### config.mk
export PLATFORM = sky130hd
export DESIGN_NAME = cnt163_seq_ctrl
export DESIGN_NICKNAME = d
export VERILOG_FILES = /design/src/rtl/cnt163_seq_ctrl.sv
export SDC_FILE = /design/constraint.sdc
export NUM_CORES = 1
export LEC_CHECK = 0
export CAP_MARGIN = 0
export CORE_ASPECT_RATIO = 0.8
export CORE_MARGIN = 4
export CORE_UTILIZATION = 40
export DETAILED_ROUTE_END_ITERATION = 8
export GPL_ROUTABILITY_DRIVEN = 0
export MAX_ROUTING_LAYER = met4
export PLACE_DENSITY_LB_ADDON = 0.15
export SYNTH_ARGS = -nofsm -noshare
export SYNTH_HDL_FRONTEND = slang
export SYNTH_SLANG_ARGS = --single-unit
export TNS_END_PERCENT = 5
### constraint.sdc
create_clock -name CLK -period 1.8 [get_ports CLK]
set_clock_uncertainty 0.15 [all_clocks]
set_input_delay 0.36 -clock CLK [delete_from_list [all_inputs] [get_ports CLK]]
set_output_delay 0.36 -clock CLK [all_outputs]
set_load 0.005 [all_outputs]
### src/rtl/cnt163_seq_ctrl.sv
// Control sequencer for a cascade of Vr74x163 4-bit counters.
// The cascade and this block form a programmable one-shot / periodic interval timer.
// The counter is loaded with 2^WIDTH - PERIOD, so it reaches terminal count after
// exactly PERIOD enabled clocks.
module cnt163_seq_ctrl #(
  parameter int WIDTH = 8  // multiple of 4, one counter stage per nibble
) (
  input  logic             CLK,
  input  logic             RESET_L,
  input  logic             START,
  input  logic             STOP,
  input  logic             HOLD,
  input  logic             MODE,
  input  logic [WIDTH-1:0] PERIOD,
  input  logic             CNT_RCO,
  output logic             CNT_CLR_L,
  output logic             CNT_LD_L,
  output logic             CNT_ENP,
  output logic             CNT_ENT,
  output logic [WIDTH-1:0] CNT_D,
  output logic             BUSY,
  output logic             TICK,
  output logic             DONE
);

  typedef enum logic [1:0] {
    S_IDLE = 2'd0,
    S_LOAD = 2'd1,
    S_RUN  = 2'd2
  } state_e;

  state_e           state_q, state_d;
  logic             mode_q, mode_d;
  logic [WIDTH-1:0] load_q, load_d;
  logic             tick_q, tick_d;
  logic             done_q, done_d;
  logic             term;

  // Terminal event: cascade at all-ones and actually counting this cycle.
  // HOLD masks it so a held RCO fires on the first cycle after HOLD drops.
  assign term = CNT_RCO & ~HOLD & (state_q == S_RUN);

  // Next-state, captured configuration and pulse generation.
  always_comb begin
    state_d = state_q;
    mode_d  = mode_q;
    load_d  = load_q;
    tick_d  = term & ~STOP;
    done_d  = term & ~mode_q & ~STOP;
    case (state_q)
      S_IDLE: begin
        // PERIOD of 0 has no meaningful interval, so START is ignored.
        if (START && (PERIOD != '0)) begin
          state_d = S_LOAD;
          mode_d  = MODE;
          load_d  = -PERIOD;
        end
      end
      S_LOAD: state_d = S_RUN;
      S_RUN: begin
        // STOP wins over a coincident terminal event.
        if (STOP)                state_d = S_IDLE;
        else if (term && !mode_q) state_d = S_IDLE;
      end
      default: state_d = S_IDLE;
    endcase
  end

  // State and configuration registers.
  always_ff @(posedge CLK or negedge RESET_L) begin
    if (!RESET_L) begin
      state_q <= S_IDLE;
      mode_q  <= 1'b0;
      load_q  <= '0;
      tick_q  <= 1'b0;
      done_q  <= 1'b0;
    end else begin
      state_q <= state_d;
      mode_q  <= mode_d;
      load_q  <= load_d;
      tick_q  <= tick_d;
      done_q  <= done_d;
    end
  end

  // Counter controls are combinational so the cascade acts on the same edge
  // as the state change. In RUN, LD_L reloads on terminal count in periodic
  // mode; load has priority over count inside the counter stages.
  always_comb begin
    CNT_CLR_L = 1'b0;
    CNT_LD_L  = 1'b1;
    CNT_ENP   = 1'b0;
    CNT_ENT   = 1'b0;
    case (state_q)
      S_IDLE: begin
        CNT_CLR_L = 1'b0;
      end
      S_LOAD: begin
        CNT_CLR_L = 1'b1;
        CNT_LD_L  = 1'b0;
      end
      S_RUN: begin
        CNT_ENT   = 1'b1;
        CNT_ENP   = ~HOLD;
        CNT_CLR_L = ~STOP;
        CNT_LD_L  = ~(term & mode_q & ~STOP);
      end
      default: begin
        CNT_CLR_L = 1'b0;
      end
    endcase
  end

  assign CNT_D = load_q;
  assign BUSY  = (state_q != S_IDLE);
  assign TICK  = tick_q;
  assign DONE  = done_q;

endmodule
After elaboration in Yosys (flattened, before gate mapping):

Cells that the tools add are included.

* memories kept: 0
* logic and storage cells: 37
* memory bits (writable): 0
* output and inout port bits: 15
* bits in read-only memories: 0
* register bits after elaboration: 13
* bits of input ports: 15
* bits in latches: 0

* $add $sub $neg: 1
* shift-type cells: 0
* order comparisons: 0
* $mul: 0
* div/mod/pow operators: 0
* bitwise logic cells: 11
* equality and inequality tests: 4
* muxes and demuxes: 8
* reductions and logical operators: 8

Operator list (number)
* negation 8 bit: 1
* nonzero test 8 bit: 1
* AND 1 bit: 7
* 2-to-1 mux 2 bit: 3
* case mux 2 bit (3 select lines): 1
* inverter 1 bit: 4
* case mux 1 bit (2 select lines): 2
* AND reduction 2 bit: 2
* inequality test 3 x 2 -> 1 bit, second input constant: 1
* == test 2 x 1 -> 1 bit, second input constant: 1
* == test 2 bit, second input constant: 1
* logical AND 1 bit: 2
* logical NOT 2 bit: 1
* 2-to-1 mux 1 bit: 2
* inequality test 2 bit, second input constant: 1
* nonzero test 2 bit: 1
* logical NOT 1 bit: 1

Depth between registers and ports, before layout:

* depth after elaboration: 7
* depth in mapped cells: 6
* mapped depth without buffers: 6

Worst setup path after synthesis:

Ideal clock, no wire load.

* kind: input port to flip-flop
* start point: input port PERIOD[0]
* end point: register load_q[0], in the netlist CNT_D[0]
* slack: 0.089 ns
* arrival time: 1.436 ns
* setup time: 0.125 ns
* data required time: 1.525 ns
* cell stages on the path: 6
* cell sequence: inv_1 -> ha_1 -> nand2b_1 -> nor4_4 -> nor2_2 -> mux2_2

* cells in the longest elaborated chain, start to end: 3
* elaborated cells on any way between the ends: 4
* those cells by class: add/sub: 1; reduce/logical: 3

RTL lines
* start: declaration: line 14 `input logic [WIDTH-1:0] PERIOD,`
* branches (longest 3 deep; another with negation 8 bit)
* end signal: assignment: line 80 `load_q <= load_d;`
* end: declaration: line 34 `logic [WIDTH-1:0] load_q, load_d;`

Several ways; the timed one is not identified.
A chain may end at the register's enable or synchronous reset.

Final worst setup path:

* start point: input port CNT_RCO
* end point: register state_q[1]

* cells in the longest elaborated chain, start to end: 5

RTL lines
* start: declaration: line 15 `input logic CNT_RCO,`
* AND 1 bit (2 in a row): line 41 `assign term = CNT_RCO & ~HOLD & (state_q == S_RUN);`
* logical AND 1 bit: line 63 `else if (term && !mode_q) state_d = S_IDLE;`
* inequality test 3 x 2 -> 1 bit (no line)
* AND reduction 2 bit (no line)
* end signal: assignment: line 78 `state_q <= state_d;`
* end: declaration: line 32 `state_e state_q, state_d;`

No other way between the ends.

==> summary.md <==
| Metric | Value |
|---|---|
| Post-Route WL | ~2.5 mm |
| Core area | 0.001708 mm2 |
| Most frequent cells in the layout | clkdlybuf4s50_1, buf_4, dfrtp_1 |
| Clk_lat worst skew | between 0.2 and 0.3 ns |
| Post-route clock period utilization | 1.046 |
| Max rail drop VDD | 0.9781 mV |
| Share of cells above drive strength 1 | 0.4597 |
| NumNets Final | about 150 |
| Post-synth EDFFs | 0 |
| Top post-synthesis cells by area | dfrtp_1, mux2_2, ha_1 |
| Critical path type | in2reg |
| Commonest non-fill, non-tap cell in the layout | clkdlybuf4s50_1 |
| Detailed Route Iter0 Violations | 12 |
| First-pass GRT wire length | approximately 3.5 mm |
| Max-cap viol count | 0 |
| I/O Buffers | 29 |
| Hold Crit Class | in2async |
| Crit path DAT | between 1.5 and 2 ns |
| Vias per cell | ~5.2 |
| Slew Limit Fails | 0 |
| Die height | around 47 um |
| Hold-fix buffers at CTS | 0 |
| Total grt overflow | 0 |
| First-pass iteration count of the detailed router | 4 |
| Pwr dens | 1242 mW/mm2 |
| Crit-path max FO | 2 |
| Slowest CP cell | clkdlybuf4s50_1 |
| Final setup vio count | 11 |
| Largest net degree at the start of global routing | 14 |
| Crit-path cells | clkdlybuf4s50_1 -> nor3b_1 -> nor2_1 -> o22ai_1 -> mux2_2 |
| Failing checks | setup timing |
| FP Rows | 13 |
| CTS tree | built |
| Mapped cell area | around 760 um2 |
| Die Footprint | 0.002675 mm2 |
| Mapped Avg Cell Area | ~11 um2 |
| RSZ-0062 raised after global routing | true |
| Clock sink count | 13 |
| Initial antenna violation count | 0 |
| Via count of the first global-routing pass | 780 |
| DP Wirelength | 1.635 mm |
| Total CTS buffers | 3 |
| Yosys warns | 0 |
| Syn nets | between 90 and 100 |
| Wirelength per Cell | 17.35 um |
| Synth top area share | 0.4262 |
| Leakage | approximately 0.00064 uW |
| Crit path launch type | primary input |
| Final Hold Viols | 0 |
| Dpl ws | -0.5663 ns |
| Clock buffer depth | 2 |
| Vias | approximately 770 |
| Slew at the pin closest to its max-slew limit | around 0.34 ns |
| Distinct cells, synth | 21 |
| Critical Path RT | 1.81 ns |
| H-tree Lvls | 1 |
| Most common flop cell mapped by yosys | dfrtp_1 |
| Post-synth top area cell | dfrtp_1 |
| Fin worst setup slack | -0.08256 ns |
| Max-slew headroom | 0.7724 |
| Crit path time final | 1.883 ns |
| Post-route antenna net violation count | 0 |
| F_max | around 530 MHz |
| All-Layer GR Usage | 0.1852 |
| # diodes | 0 |
| Mapped Cells | 71 |
| Root buffer cell | clkbuf_4 |
| Worst-path clk slew | 0.07 ns |
| Synth-to-layout area growth | 80.98% |
| DR DRC count | 0 |
| Initial core utilization | 0.4469 |
| Seq/Total Area, Yosys | 0.4262 |
| Setup total negative slack | -0.5070 ns |
| IO Count | 30 |
| Crit. End Element | flop |
| Fraction of registers with async set/reset | 1.000 |
| Synthesized flop and latch total | 13 |
| CP peak stage delay | 0.47 ns |
| Status | finished, violations left |
| Die Wd | 56.84 um |
-- what timing repair did --
action / CTS / global route
gates resized for setup: 19 / 31
pin swaps: 3 / 5
setup endpoints to repair: 16 / 16
buffers inserted: 1 / 2
-- worst max-delay path, delay by kind of cell --
| family | cells | cell delay [ns] |
|---|---|---|
| buf+inv | 1 | 0.47 |
| simple gates | 2 | 0.42 |
| mux | 1 | 0.37 |
| compound gates | 1 | 0.27 |
-- sequential cells by signal, summed over array words and instances (netlist names) --
register / count
state_q: 2
CNT_D: 8
TICK: 1
mode_q: 1
DONE: 1
-- cell families (layout without fill, tap and decap cells) --
kind of cell,after synthesis,after routing,share of synthesized area
buffers and inverters,9,62,0.04426
AOI/OAI and AO/OA,6,6,0.05245
muxes,10,10,0.1475
and+or+nand+nor,22,22,0.1738
xor gates and xnor gates,5,5,0.05737
DFF,13,13,0.4262
adders and majority gates,6,6,0.09836
-- cells in the mapped netlist, drive strengths merged, types with 2 or more instances --
library cell / instances
inv: 9
ha: 6
nand2: 3
nor2: 7
o22ai: 2
dfrtp: 13
nor4: 2
nand2b: 3
nor3: 4
xnor2: 4
mux2: 10
-- final cells by class --
class,count,area (um2)
Tap cell,22,27.53
Clock buffer,4,26.28
Fill cell,105,326.6
Sequential cell,13,325.3
Multi-Input combinational cell,49,516.7
Inverter,9,33.78
Timing Repair Buffer,49,451.7
-- metal layers --
metal | up-vias | GRT usage | wire length, um
met4 | 0 | 0.02778 | 54
met3 | 11 | 0.06044 | 154
met5 | - | - | 0
li1 | 347 | - | -
met2 | 32 | 0.3502 | 1309
met1 | 375 | 0.1983 | 1015
-- through the flow --
step | cell area [um2] | total power, uW | cells | hold slack (ns) | util
floorplan | 763.2 | 845.4 | 71 | -0.08559 | -
global placement | 1209 | 1318 | 139 | 0.3299 | 0.7077
detailed placement | 1209 | 1347 | 139 | 0.3407 | 0.7077
CTS | 1262 | 1540 | 144 | 0.2399 | 0.7392
global route | 1381 | 1828 | 146 | 0.2422 | 0.8088
finish | 1381 | 1716 | 146 | 0.2393 | 0.8088
-- final timing paths --
| check | from | end | slack, ns | cells past startpoint |
|---|---|---|---|---|
| max | CNT_RCO | state_q[1] | -0.08 | 5 |
| min | RESET_L | CNT_D[7] | 0.24 | 2 |
| max reg2reg | state_q[1] | state_q[1] | -0.08 | 7 |
| min reg2reg | CNT_D[5] | CNT_D[5] | 0.37 | 1 |
| max in group asynchronous | RESET_L | CNT_D[1] | 1.10 | 2 |
| min in group CLK | CNT_D[5] | CNT_D[5] | 0.37 | 1 |
-- where the power goes --
group	total, uW	switching [uW]	leakage (uW)	internal, uW
sequential	513	91.2	0.000158	421
combinational	1030	389	0.000469	640
clock	175	89.1	0.0000150	86.0
Note: power is estimated with default switching activity, not from simulation.
